### src/rtl/axis_pkt_trailer.sv
// Forwards AXI-Stream packets unchanged and appends one trailer beat per packet
// carrying {beat count, 32-bit additive checksum of masked data}.
//
// state   | meaning
// PASS    | forwarding data beats, accumulating count and checksum
// TRAILER | last data beat taken; waiting for output register to load trailer
module axis_pkt_trailer #(
    parameter int TDATA_WIDTH = 64,
    parameter int TDATA_BYTES = TDATA_WIDTH / 8
) (
    input  logic                   s_axis_aclk,
    input  logic                   s_axis_areset,
    input  logic [TDATA_WIDTH-1:0] s_axis_tdata,
    input  logic [TDATA_BYTES-1:0] s_axis_tkeep,
    input  logic                   s_axis_tlast,
    input  logic                   s_axis_tvalid,
    output logic                   s_axis_tready,
    output logic [TDATA_WIDTH-1:0] m_axis_tdata,
    output logic [TDATA_BYTES-1:0] m_axis_tkeep,
    output logic                   m_axis_tlast,
    output logic                   m_axis_tvalid,
    input  logic                   m_axis_tready,
    output logic [15:0]            pkt_count
);

    typedef enum logic [0:0] {PASS, TRAILER} state_t;

    state_t                   state, state_next;
    logic                     out_free;
    logic                     accept;
    logic                     load_data;
    logic                     load_trailer;
    logic [TDATA_WIDTH-1:0]   masked;
    logic [31:0]              beat_sum;
    logic [31:0]              beat_cnt, beat_cnt_next;
    logic [31:0]              csum, csum_next;
    logic [63:0]              trailer;

    assign out_free      = !m_axis_tvalid || m_axis_tready;
    // Held low during reset so upstream never handshakes into a clearing block.
    assign s_axis_tready = (state == PASS) && out_free && !s_axis_areset;
    assign accept        = s_axis_tvalid && s_axis_tready;

    always_comb begin
        masked = '0;
        for (int i = 0; i < TDATA_BYTES; i++) begin
            masked[i*8 +: 8] = s_axis_tkeep[i] ? s_axis_tdata[i*8 +: 8] : 8'h00;
        end
    end

    assign beat_sum      = masked[31:0] + masked[63:32];
    assign beat_cnt_next = beat_cnt + 32'd1;
    assign csum_next     = csum + beat_sum;

    always_comb begin
        state_next   = state;
        load_data    = 1'b0;
        load_trailer = 1'b0;
        case (state)
            PASS: begin
                if (accept) begin
                    load_data = 1'b1;
                    if (s_axis_tlast) state_next = TRAILER;
                end
            end
            TRAILER: begin
                if (out_free) begin
                    load_trailer = 1'b1;
                    state_next   = PASS;
                end
            end
            default: state_next = PASS;
        endcase
    end

    always_ff @(posedge s_axis_aclk or posedge s_axis_areset) begin
        if (s_axis_areset) begin
            state <= PASS;
        end else begin
            state <= state_next;
        end
    end

    always_ff @(posedge s_axis_aclk or posedge s_axis_areset) begin
        if (s_axis_areset) begin
            m_axis_tdata  <= '0;
            m_axis_tkeep  <= '0;
            m_axis_tlast  <= 1'b0;
            m_axis_tvalid <= 1'b0;
        end else if (load_data) begin
            m_axis_tdata  <= s_axis_tdata;
            m_axis_tkeep  <= s_axis_tkeep;
            m_axis_tlast  <= 1'b0;
            m_axis_tvalid <= 1'b1;
        end else if (load_trailer) begin
            m_axis_tdata  <= trailer;
            m_axis_tkeep  <= '1;
            m_axis_tlast  <= 1'b1;
            m_axis_tvalid <= 1'b1;
        end else if (out_free) begin
            m_axis_tlast  <= 1'b0;
            m_axis_tvalid <= 1'b0;
        end
    end

    always_ff @(posedge s_axis_aclk or posedge s_axis_areset) begin
        if (s_axis_areset) begin
            beat_cnt <= '0;
            csum     <= '0;
            trailer  <= '0;
        end else if (load_data) begin
            beat_cnt <= beat_cnt_next;
            csum     <= csum_next;
            if (s_axis_tlast) trailer <= {beat_cnt_next, csum_next};
        end else if (load_trailer) begin
            beat_cnt <= '0;
            csum     <= '0;
        end
    end

    always_ff @(posedge s_axis_aclk or posedge s_axis_areset) begin
        if (s_axis_areset) begin
            pkt_count <= '0;
        end else if (m_axis_tvalid && m_axis_tready && m_axis_tlast) begin
            pkt_count <= pkt_count + 16'd1;
        end
    end

endmodule

### config.mk
export PLATFORM = sky130hd
export DESIGN_NAME = axis_pkt_trailer
export DESIGN_NICKNAME = d
export VERILOG_FILES = /design/src/rtl/axis_pkt_trailer.sv
export SDC_FILE = /design/constraint.sdc
export NUM_CORES = 1
export LEC_CHECK = 0
export CELL_PAD_IN_SITES_DETAIL_PLACEMENT = 1
export CELL_PAD_IN_SITES_GLOBAL_PLACEMENT = 1
export CORE_MARGIN = 3
export CORE_UTILIZATION = 42
export DETAILED_ROUTE_END_ITERATION = 10
export GPL_TIMING_DRIVEN = 1
export PLACE_DENSITY_LB_ADDON = 0.1
export SKIP_CTS_REPAIR_TIMING = 1
export SYNTH_ARGS = -nofsm -noshare
export SYNTH_HDL_FRONTEND = slang
export SYNTH_SLANG_ARGS = --single-unit
### constraint.sdc
create_clock -name s_axis_aclk -period 9.8 [get_ports s_axis_aclk]
set_input_delay 1.47 -clock s_axis_aclk [delete_from_list [all_inputs] [get_ports s_axis_aclk]]
set_output_delay 1.47 -clock s_axis_aclk [all_outputs]
set_load 0.1 [all_outputs]
Word level (Yosys, flattened, before mapping). Index checks and enable logic that the tools add are counted.

Word-level logic and storage cells: 52. Register bits after elaboration: 219. Bits of input ports: 77. Output and inout bits: 91.

Mux-type cells: 27. Reduce and logical (&&, ||, !) cells: 11. Add/subtract/negate cells: 4. Bitwise gates (word level): 1.

Operator list (number): $mux W64 (2); $mux W32 (3); $mux W8 (10); $add A32 B32 Y32 (2); $add A32 B1 Y32 const B (1); $add A16 B1 Y16 const B (1); $mux W1 (11); $logic_and A1 B1 Y1 (5); $reduce_bool A3 Y1 (1); $logic_not A1 Y1 (2); $pmux W1 S2 (1); $reduce_and A2 Y1 (1); $reduce_bool A2 Y1 (1); $logic_or A1 B1 Y1 (1); $not A1 Y1 (1).

Depth between registers and ports, before layout.
Depth after elaboration: 8. Gate-level depth with buffers: 13. Depth with buffers taken out: 12.

Worst setup path before layout. No wires, ideal clock.

Kind: input -> output. Start point: input m_axis_tready. End point: output s_axis_tready. Buffers on the path: 0. Data arrival time: 3705 ps. Data required time: 8330 ps. Slack: 4625 ps. Stages on the path: 2. Cell sequence: nor2b_1 > nor3_1.

Word-level cells in the longest chain between the ends: 3.

Ends and longest elaborated chain: start, declared (line 22) `input logic m_axis_tready,`; $logic_or A1 B1 Y1 (line 39) `assign out_free = !m_axis_tvalid || m_axis_tready;`; $logic_and A1 B1 Y1 (2 in series) (line 41) `assign s_axis_tready = (state == PASS) && out_free && !s_axis_areset;`; end, declared (line 17) `output logic s_axis_tready,`.

No other way between the ends.

Worst setup path after layout. Ends and elaborated chain as after synthesis.

==> implementation parameters <==
Parameter                              Value

Synthesis
  Share of synthesized cell area in and, or, nand and nor gates    0.185
  Async SR Flop Fraction    1.00
  Number of enable flip-flop cells after synthesis    0
  Sequential cell area fraction in the yosys report    0.456
  Post-synthesis instance total    1362
  Cell Area, Synth    0.0120 mm²
  Post-synthesis xor/xnor area fraction    0.0546
  Fraction of the mapped netlist area in adder cells    0.0865
  Predominant post-synthesis flop cell    dfrtp_1
  Distinct cell type count after synthesis    50
  Average instance area after synthesis    8.83 µm²
  Portion of netlist area occupied by mux cells    0.00374
  Post-synthesis compound-gate area fraction    0.160
  Count of yosys warnings during synthesis    0
  Post-synth net total    1503
  Flop and latch count out of synthesis    219
  Main combinational cell family by area after synthesis    simple AND/OR/NAND/NOR gates

Global route
  GRT Total Usage    0.242
  Wire length of the first global-routing pass    60000 µm
  Number of global-route vias before repair    10900
  Largest net degree at the start of global routing    81
  Number of antenna violations at the first check in global routing    0
  GR Overflow Total    0

Clock network
  Total number of clock tree sinks    219
  Clock tree from TritonCTS    done
  Library cell used as clock root buffer    clkbuf_16
  Clock insertion delay at the later pin of the skew report    0.53 ns
  Clock transition time at the flip-flop clock pins of the worst setup and hold paths    0.06 ns
  Max H-tree Level    1
  Number of clock buffers inserted by TritonCTS    26
  Number of buffers on the longest clock path    3

Final layout
  Area growth from synthesis to layout    23.4%
  Antenna diode count    0
  Number of standard cells in the layout, taps in and fillers out    1887
  Count of filler cells inserted in the layout    3281
  Fraction of layout instances using a drive strength above 1    0.0464
  Number of nets in the layout    1631
  Most common cell after layout, fill and taps aside    nand2_1
  Most frequent cells in the layout    nand2_1, dfrtp_1, clkdlybuf4s50_1

Placement
  Count of port buffers added during placement    167
  Half-perimeter wire length after placement    25800 µm
  Routability-driven placement congestion ratio    0.858
  Number of placed instances with taps included    1840

Power and ir drop
  Reported leakage power    6.83 nW
  Cell area power density    336 mW/mm²
  Worst vdd ir    0.185 mV

Detailed routing
  Drt pass-1 iters    6
  Post-route DRC    0
  Number of design-rule violations left by the first detailed-router iteration    658
  Total number of vias    10300
  Per-cell routed wire length    19.4 µm
  Vias per cell    5.46
  Antenna Nets Post-Route    0
  Total Routed Length    36500 µm

Timing
  Final sum of negative setup slack    0 ns
  Post-route clock skew    0.0102 ns
  Final count of negative-setup-slack endpoints    0
  Min Tclk post-route    5.73 ns
  Final period utilization    0.585
  Headroom to the max-slew limit    0.273
  Unrepaired setup endpoints after global routing    false
  Measured slew at the worst slew-check pin    1.09 ns
  Count of final hold-check violations    0
  Maximum clock frequency    175 MHz
  Final Slew Violations    0

Critical path
  Required time at the worst-slack endpoint    8.33 ns
  Critical R2R Launch    m_axis_tvalid
  Number of cells on the worst reg-to-reg path    7
  Kind of launch point of the worst setup path    input port
  Startpoint-to-endpoint class of the critical path    in2out
  Critical Path Fanout Max    5
  Critical path endpoint category    primary output
  WP data arrival    4.26 ns
  Setup slack of the worst register-to-register path    5.82 ns
  End of the worst register-to-register path    trailer[28]

Floorplan
  Core area    0.0280 mm²
  Count of standard-cell rows    61
  Die Width    175 µm
  Die Outline Area    0.0307 mm²
  Starting density of the core    0.429
  Overall die height    175 µm
  Count of pins on the block boundary    168

Flow run
  Maximum capacitance violations    0

Min path
  Min-Delay Startpoint    pkt_count[15]
  Hold Crit Depth    1
  End point of the worst hold path    pkt_count[15]
  Classification of the worst-slack hold path    reg2reg

Run status
  Status    finished, final reports clean
[synth_stat cells (all sizes together), types with 3 or more instances]
| cell type | instances | area share |
|---|---|---|
| o21ai | 160 | 0.067 |
| xor2 | 31 | 0.023 |
| buf | 7 | 0.0023 |
| a22oi | 66 | 0.041 |
| or3 | 9 | 0.0047 |
| a31oi | 10 | 0.0052 |
| nand4 | 20 | 0.010 |
| o31ai | 17 | 0.011 |
| a21o | 11 | 0.0069 |
| dfrtp | 219 | 0.46 |
| or4 | 5 | 0.0037 |
| and4 | 3 | 0.0022 |
| clkbuf | 68 | 0.021 |
| xnor2 | 44 | 0.032 |
| nor2b | 5 | 0.0026 |
| nor2 | 35 | 0.011 |
| fa | 32 | 0.053 |
| inv | 99 | 0.031 |
| mux2 | 4 | 0.0037 |
| and3 | 15 | 0.0078 |
| o211ai | 3 | 0.0019 |
| nor3 | 5 | 0.0021 |
| nand2 | 334 | 0.10 |
| ha | 32 | 0.033 |
| a21oi | 44 | 0.018 |
| nand3 | 49 | 0.021 |
| and2 | 12 | 0.0064 |
| nor4 | 4 | 0.0051 |
[per-stage QoR]
step / setup WS [ns] / hold WS (ns) / utilization / power [mW] / instance area, µm²
floorplan: 2.34 / 0.451 / - / 3.33 / 12000
global placement: 4.14 / 0.456 / 0.499 / 3.98 / 14000
detailed placement: 4.12 / 0.461 / 0.499 / 4.04 / 14000
CTS: 4.08 / 0.473 / 0.530 / 5.03 / 14800
global route: 3.97 / 0.499 / 0.530 / 5.29 / 14800
finish: 4.07 / 0.470 / 0.530 / 4.98 / 14800
[worst max path at each step]
stage	startpoint	end	slack (ns)	cells after the start
after global routing	m_axis_tready	s_axis_tready	3.97	4
final	m_axis_tready	s_axis_tready	4.07	4
after detailed placement	m_axis_tready	s_axis_tready	4.12	4
after CTS	m_axis_tready	s_axis_tready	4.08	4
after floorplan	s_axis_areset	beat_cnt[0]	2.34	1
after global placement	m_axis_tready	s_axis_tready	4.14	4
[kinds of logic after synthesis]
family	after synthesis
multiplexers	4
XOR/XNOR	75
flip-flops	219
adder cells (fa/ha/maj)	64
AO/OA/AOI/OAI	325
AND/OR/NAND/NOR	501
buffers and inverters	174
[worst max-delay path, stage by stage]
cell             delay [ns]
clkdlybuf4s50_1        0.54
nor2b_1                0.14
nor3_1                 0.80
clkdlybuf4s50_1        1.30
[final cells by class]
| cell class | instances | area [µm²] | share of cell area |
|---|---|---|---|
| clock buffer | 39 | 781 | 0.0526 |
| multi-input combinational | 969 | 5930 | 0.399 |
| sequential | 219 | 5480 | 0.369 |
| inverter | 99 | 379 | 0.0255 |
| clock inverter | 8 | 68.8 | 0.00464 |
| tap | 378 | 473 | 0.0319 |
| timing repair buffer | 175 | 1730 | 0.117 |
[metal layers]
layer  vias to the layer above  global-route usage  share of wire
met1                      5236               0.334           0.45
li1                       4842                   -              -
met4                         0              0.0485          0.017
met5                         -                   0              0
met3                        35              0.0306          0.038
met2                       197               0.411           0.49
[power breakdown]
| part | total, mW | internal (mW) | switching [mW] | leakage [nW] |
|---|---|---|---|---|
| clock | 0.963 | 0.574 | 0.389 | 0.425 |
| sequential | 1.36 | 1.19 | 0.171 | 2.86 |
| combinational | 2.66 | 0.671 | 1.99 | 3.54 |
| total | 4.98 | 2.43 | 2.55 | 6.83 |
[state kept, by name, indices dropped and copies added (netlist names)]
name           count
m_axis_tvalid      1
m_axis_tkeep       8
m_axis_tdata      64
pkt_count         16
m_axis_tlast       1
beat_cnt          32
csum              32
trailer           64
state              1
Power figures use the tool's default switching activity.
